`config.mk`:
```
export PLATFORM = sky130hd
export DESIGN_NAME = hamming_uart_tx_stream
export DESIGN_NICKNAME = d
export VERILOG_FILES = /design/src/rtl/hamming_uart_tx_stream.sv
export SDC_FILE = /design/constraint.sdc
export NUM_CORES = 1
export LEC_CHECK = 0
export CORE_MARGIN = 4
export CORE_UTILIZATION = 29
export DETAILED_ROUTE_END_ITERATION = 10
export DONT_BUFFER_PORTS = 1
export RECOVER_POWER = 100
export SLEW_MARGIN = 5
export SYNTH_ARGS = -nofsm -noshare
export SYNTH_HDL_FRONTEND = slang
export SYNTH_SLANG_ARGS = --single-unit
```
`constraint.sdc`:
```
create_clock -name clk -period 4.3 [get_ports clk]
set_clock_uncertainty 0.05 [all_clocks]
set_input_delay 0.86 -clock clk [delete_from_list [all_inputs] [get_ports clk]]
set_output_delay 0.86 -clock clk [all_outputs]
set_load 0.1 [all_outputs]
```
`src/rtl/hamming_uart_tx_stream.sv`:
```
// Streams Hamming(7,4)-encoded nibbles through a codeword FIFO into a gapless UART transmitter.
module hamming_uart_tx_stream #(
  parameter int CLKS_PER_BIT = 16,
  parameter int FIFO_DEPTH   = 4,
  parameter int PARITY_EN    = 0,
  parameter int PARITY_ODD   = 0,
  parameter int STOP_BITS    = 1
) (
  input  logic                          clk,
  input  logic                          rst,
  input  logic                          in_valid,
  input  logic [3:0]                    in_data,
  output logic                          in_ready,
  input  logic                          clr_overflow,
  output logic                          tx,
  output logic                          tx_busy,
  output logic [$clog2(FIFO_DEPTH):0]   fifo_count,
  output logic                          overflow,
  output logic                          frame_done
);

  localparam int PW = $clog2(FIFO_DEPTH);
  localparam int CW = PW + 1;
  localparam int BW = $clog2(CLKS_PER_BIT);

  typedef enum logic [2:0] {IDLE, START, DATA, PARITY, STOP} state_t;

  state_t          state_q, state_d;
  logic [BW-1:0]   baud_q, baud_d;
  logic [2:0]      bit_q, bit_d;
  logic [7:0]      byte_q, byte_d;
  logic            tx_q, tx_d;
  logic [6:0]      mem_q [FIFO_DEPTH];
  logic [PW-1:0]   wr_q, rd_q;
  logic [CW-1:0]   count_q, count_d;
  logic            ovf_q;
  logic            push, pop, bit_end, last_stop;
  logic [6:0]      code;

  assign in_ready  = (count_q != CW'(FIFO_DEPTH));
  assign push      = in_valid & in_ready;
  assign bit_end   = (baud_q == BW'(CLKS_PER_BIT - 1));
  assign last_stop = (state_q == STOP) && bit_end && (bit_q == 3'(STOP_BITS - 1));

  always_comb begin
    code    = '0;
    code[6] = in_data[3];
    code[5] = in_data[2];
    code[4] = in_data[1];
    code[3] = in_data[1] ^ in_data[2] ^ in_data[3];
    code[2] = in_data[0];
    code[1] = in_data[0] ^ in_data[2] ^ in_data[3];
    code[0] = in_data[0] ^ in_data[1] ^ in_data[3];
  end

  // The frame following the last stop cycle is popped directly into START, so there is no idle gap.
  always_comb begin
    state_d = state_q;
    baud_d  = bit_end ? '0 : baud_q + BW'(1);
    bit_d   = bit_q;
    byte_d  = byte_q;
    tx_d    = tx_q;
    pop     = 1'b0;
    case (state_q)
      IDLE: begin
        baud_d = '0;
        tx_d   = 1'b1;
        if (count_q != '0) begin
          pop     = 1'b1;
          byte_d  = {1'b0, mem_q[rd_q]};
          state_d = START;
          tx_d    = 1'b0;
        end
      end
      START: begin
        if (bit_end) begin
          state_d = DATA;
          bit_d   = '0;
          tx_d    = byte_q[0];
        end
      end
      DATA: begin
        if (bit_end) begin
          if (bit_q == 3'd7) begin
            bit_d = '0;
            if (PARITY_EN != 0) begin
              state_d = PARITY;
              tx_d    = (^byte_q) ^ (PARITY_ODD != 0);
            end else begin
              state_d = STOP;
              tx_d    = 1'b1;
            end
          end else begin
            bit_d = bit_q + 3'd1;
            tx_d  = byte_q[bit_q + 3'd1];
          end
        end
      end
      PARITY: begin
        if (bit_end) begin
          state_d = STOP;
          bit_d   = '0;
          tx_d    = 1'b1;
        end
      end
      STOP: begin
        if (bit_end) begin
          if (bit_q == 3'(STOP_BITS - 1)) begin
            if (count_q != '0) begin
              pop     = 1'b1;
              byte_d  = {1'b0, mem_q[rd_q]};
              state_d = START;
              tx_d    = 1'b0;
            end else begin
              state_d = IDLE;
              tx_d    = 1'b1;
            end
          end else begin
            bit_d = bit_q + 3'd1;
          end
        end
      end
      default: state_d = IDLE;
    endcase
  end

  assign count_d = count_q + CW'(push) - CW'(pop);

  always_ff @(posedge clk) begin
    if (rst) begin
      state_q <= IDLE;
      baud_q  <= '0;
      bit_q   <= '0;
      byte_q  <= '0;
      tx_q    <= 1'b1;
      wr_q    <= '0;
      rd_q    <= '0;
      count_q <= '0;
      ovf_q   <= 1'b0;
    end else begin
      state_q <= state_d;
      baud_q  <= baud_d;
      bit_q   <= bit_d;
      byte_q  <= byte_d;
      tx_q    <= tx_d;
      count_q <= count_d;
      if (push) wr_q <= wr_q + PW'(1);
      if (pop)  rd_q <= rd_q + PW'(1);
      if (in_valid && !in_ready) ovf_q <= 1'b1;
      else if (clr_overflow)     ovf_q <= 1'b0;
    end
  end

  always_ff @(posedge clk) begin
    if (!rst && push) mem_q[wr_q] <= code;
  end

  assign tx         = tx_q;
  assign tx_busy    = (state_q != IDLE);
  assign fifo_count = count_q;
  assign overflow   = ovf_q;
  assign frame_done = last_stop;

endmodule

```
### Word-level counts from Yosys, hierarchy flattened

Memory sizes are Yosys's and may differ from the RTL's. A register that Yosys moved wholly into a read port is not among the register bits.
Index checks and enable logic that the tools add are counted.

| storage, ports and cells | value |
|---|---|
| register bits | 27 |
| memory bits (writable) | 28 |
| logic and storage cells | 99 |
| memories kept | 1 |

| cells by class | value |
|---|---|
| add/subtract/negate cells | 6 |
| order comparisons | 1 |
| equal/unequal tests | 16 |
| muxes and demuxes | 39 |
| bitwise gates (word level) | 7 |
| reductions and logical operators | 20 |

Memories:

| name | words | bits a word | read ports | clocked after memory_dff | wr ports | RTL line | source |
|---|---|---|---|---|---|---|---|
| mem_q | 4 | 7 | 1 | 1 | 1 | 33 | `logic [6:0] mem_q [FIFO_DEPTH];` |

Operator list:

| operator | count |
|---|---|
| 2-to-1 mux 3 bit | 12 |
| 2-to-1 mux 8 bit | 3 |
| 2-to-1 mux 1 bit | 16 |
| case mux 8 bit (2 select lines) | 1 |
| case mux 3 bit (5 select lines) | 1 |
| != test 2 bit, second input constant | 7 |
| case mux 3 bit (3 select lines) | 1 |
| nonzero test 3 bit | 3 |
| AND reduction 7 bit | 1 |
| == test 3 x 2 -> 1 bit, second input constant | 2 |
| == test 3 bit, second input constant | 2 |
| logical NOT 3 bit | 2 |
| AND reduction 6 bit | 1 |
| bitwise XOR 1 bit | 6 |
| case mux 1 bit (5 select lines) | 1 |
| AND reduction 5 bit | 1 |
| nonzero test 5 bit | 1 |
| adder 2 x 1 -> 2 bit, second input constant | 2 |
| adder 4 x 1 -> 4 bit, second input constant | 1 |
| == test 4 bit, second input constant | 1 |
| logical AND 1 bit | 4 |
| < comparator 3 x 4 -> 1 bit, second input constant | 1 |
| 2-to-1 mux 2 bit | 2 |
| != test 2 x 1 -> 1 bit, second input constant | 2 |
| other kinds (13) | 15 |

### Logic depth before layout (Yosys ltp)

| logic depth | value |
|---|---|
| depth after elaboration | 7 |
| mapped depth | 13 |
| depth with buffers taken out | 13 |

### Least setup slack after synthesis

No wires, ideal clock.

| timing path | value |
|---|---|
| kind | reg2out |
| from | register baud_q[0] |
| to | output frame_done |
| arrival time | 2.848 ns |
| setup slack | 0.542 ns |
| cell stages (with the launch flop) | 4 |
| path buffers | 0 |
| cells stage by stage | dfxtp_1 ha_1 nand3_1 nor3_1 |

| between the ends | value |
|---|---|
| word-level cells in the longest chain between the ends | 3 |

Ends and longest elaborated chain:

| element | RTL line | source |
|---|---|---|
| start, declared | 29 | `logic [BW-1:0] baud_q, baud_d;` |
| start signal, assigned | 142 | `baud_q <= baud_d;` |
| == test 4 bit | 42 | `assign bit_end = (baud_q == BW'(CLKS_PER_BIT - 1));` |
| logical AND 1 bit (2 in series) | 43 | `assign last_stop = (state_q == STOP) && bit_end && (bit_q == 3'(STOP_BITS - 1));` |
| end, declared | 19 | `output logic frame_done` |

No other way between the ends.

### Worst setup path after layout

| timing path | value |
|---|---|
| from | register count_q[2], in the netlist fifo_count[2] |
| to | register count_q[2], in the netlist fifo_count[2] |

| between the ends | value |
|---|---|
| word-level cells in the longest chain between the ends | 6 |
| elaborated cells on any way between the ends | 9 |

Ends and longest elaborated chain:

| element | RTL line | source |
|---|---|---|
| start, declared | 35 | `logic [CW-1:0] count_q, count_d;` |
| start signal, assigned | 146 | `count_q <= count_d;` |
| nonzero test 3 bit (*) | 68, 109 |  |
| 2-to-1 mux 1 bit (*) | 68, 109 |  |
| 2-to-1 mux 1 bit | 108 | `if (bit_q == 3'(STOP_BITS - 1)) begin` |
| 2-to-1 mux 1 bit | 107 | `if (bit_end) begin` |
| case mux 1 bit (2 select lines) (*) | 64 | `case (state_q)` |
| net pop | 37 | `logic push, pop, bit_end, last_stop;` |
| subtractor 3 x 1 -> 3 bit (*) | 127 | `assign count_d = count_q + CW'(push) - CW'(pop);` |

The timed path passes the listed nets; every way through them passes the cells marked *.
A chain may end at the register's enable or synchronous reset.

==> metrics <==
Post-synth top cells 28 x dfxtp_1, 28 x edfxtp_1, 16 x a21oi_1; final net count 230; CTS max path bufs 2; final core utilization roughly 33%; total CTS buffers 5; postcts setup bufs 0; worst slew pin tran roughly 1300 ps; wire per inst 13.5 um; Worst-Skew Late Latency approximately 300 ps; first-pass GRT wire length roughly 7400 um; Starting Density 30.2%; clock sink total 56; I/O pins 16; Netlist cell types 48; vias in the first global route 1502; largest net degree at the start of global routing 29; outcome finished clean; Final Hold Viols 0; Via density between 4 and 5; final period demand of the worst path ~3500 ps; Root Buffer clkbuf_8; Worst Path Arrival around 3700 ps; H-tree depth 2; DRC viols 0; chip width 101 um; EDFF count, synth 28; HP Class register to register; max frequency roughly 0.29 GHz; fin crit share about four fifths; antenna-violating nets left 0; final setup fails 0; via count between 1000 and 1500; Routed WL around 4300 um; DP HPWL between 2000 and 3000 um; max incr delay on CP between 900 and 1000 ps; cts hold-fix bufs 0; Req. time, crit path about 4500 ps; area of the core ~0.0083 mm^2; Syn-to-layout area delta 9.10%; row cnt 33; relative slew slack a little under an eighth; #FFs+latches synth 56; n_diodes 0; 1st-iter DRT viols 73; worst path bufs/invs 3; total global-route track usage a little under a tenth; RSZ-0062 raised after global routing false; Top delay family on crit path buffers and inverters; die area 0.0102 mm^2; maxcap violations 0; Critical Path Source Type register; max-slew violations 0; Yosys Warn Count 0; pwr/cell area between 500 and 600 mW/mm^2; Yosys top cell area share between 30% and 40%; worst vdd ir 197 uV; top_reg_cell synth edfxtp_1; layout cells sized above 1 a little under a tenth; grt total ovfl 0; Port Buffers 0; antenna violations before repair 0; Synth area leaders edfxtp_1 33%, dfxtp_1 22%, mux4_2 7.2%; biggest area consumer among synthesized cells edfxtp_1; drt first pass iters 4; Die H between 100 and 150 um; CTS resizes 0; WS Path Type register to register; CP Cell Sequence clkbuf_1 -> nor3_1 -> nor3_2 -> nand2_1 -> clkinv_1 -> ha_1 -> inv_1 -> ha_1 -> fa_1 -> xnor2_1 -> xnor2_1 -> nor2_1; leakage power about 0.9 nW; Syn Area/Cell around 12 um^2; register area share after synthesis between 50 and 60%; setup TNS 0 ps; GPL Wtd Cong ~0.8; Cells after Synth 210; Fill cells ~840; TritonCTS clock tree done; CP max FO 9; CP max-delay cell clkbuf_1; Post-Syn Nets between 200 and 250; crit path capture type register; clock slew at the register clock pins of the worst setup and hold paths roughly 100 ps; Post-Syn Area ~0.0025 mm^2; ys async rst share 0%
## cells in the final DEF, fill, tap and decap left out, drive strengths merged, types with 2 or more instances in the layout
cell,n
mux4,8
buf,2
nor2b,4
ha,10
clkbuf,7
nor3,6
nand2,4
nor2,12
xnor2,9
nand3,10
a311oi,2
or3b,2
o21ai,16
edfxtp,28
nand4,2
dfxtp,28
mux2i,2
nand2b,4
inv,13
or3,2
or2,2
and2,4
a21oi,16
## logic make-up after synthesis
| family | synth area share [%] |
|---|---|
| simple gates | 12.4 |
| flops | 55.7 |
| compound gates | 11.0 |
| buf+inv | 3.63 |
| fa+ha+maj | 5.77 |
| xor+xnor | 3.48 |
| mux | 7.96 |
## per-layer routing
| metal | GRT usage [%] | share of wire [%] |
|---|---|---|
| met4 | 1.23 | 0 |
| met5 | 0 | 0 |
| met3 | 3.44 | 3.8 |
| met1 | 12.2 | 48 |
| met2 | 14.2 | 48 |
## worst reg2reg max path: stages, from the launching register on
cell      delay, ps
dfxtp_1         320
clkbuf_1        970
nor3_1          220
nor3_2          500
nand2_1         150
clkinv_1         80
ha_1            120
inv_1            40
ha_1            180
fa_1            390
xnor2_1         150
xnor2_1         170
nor2_1          110
## where the power goes
group          total [mW]  switching (mW)  internal [mW]
clock network       0.344           0.168          0.176
logic               0.454           0.263          0.191
registers           0.817           0.168          0.649
total                1.62           0.599           1.02
## path summary, 6_finish.rpt
check | from | end | slack, ps | depth (start not counted)
max | fifo_count[2]$_SDFF_PP0_ | fifo_count[2]$_SDFF_PP0_ | 810 | 12
min | baud_q[0]$_SDFF_PP0_ | baud_q[0]$_SDFF_PP0_ | 420 | 1
max reg2reg | fifo_count[2]$_SDFF_PP0_ | fifo_count[2]$_SDFF_PP0_ | 810 | 12
min reg2reg | baud_q[0]$_SDFF_PP0_ | baud_q[0]$_SDFF_PP0_ | 420 | 1
## stage by stage
step	setup WS (ps)	power (mW)	area [um^2]	instances	hold slack, ps
final	810	1.62	2750	317	416
after floorplan	542	1.21	2520	210	368
after global placement	1120	1.29	2650	309	382
after global routing	549	1.72	2750	317	435
after detailed placement	1060	1.30	2650	309	406
after CTS	1030	1.64	2760	317	421
## layout make-up
| cell class | count | area [um^2] | area share [%] |
|---|---|---|---|
| Timing Repair Buffer | 3 | 38.8 | 1.41 |
| Clock inverter | 2 | 38.8 | 1.41 |
| Clock buffer | 6 | 72.6 | 2.64 |
| Inverter | 13 | 48.8 | 1.78 |
| Sequential cell | 56 | 1400 | 51.0 |
| Multi-Input combinational cell | 132 | 1010 | 36.9 |
| Tap cell | 105 | 131 | 4.79 |
## sequential cells by signal, summed over array words and instances, names as in the netlist, named ones only
name and flops:
baud_q 4, bit_q 3, byte_q 7, fifo_count 3, mem_q 28, overflow 1, rd_q 2, state_q 3
tx 1, wr_q 2
(Power assumes the default switching activity.)
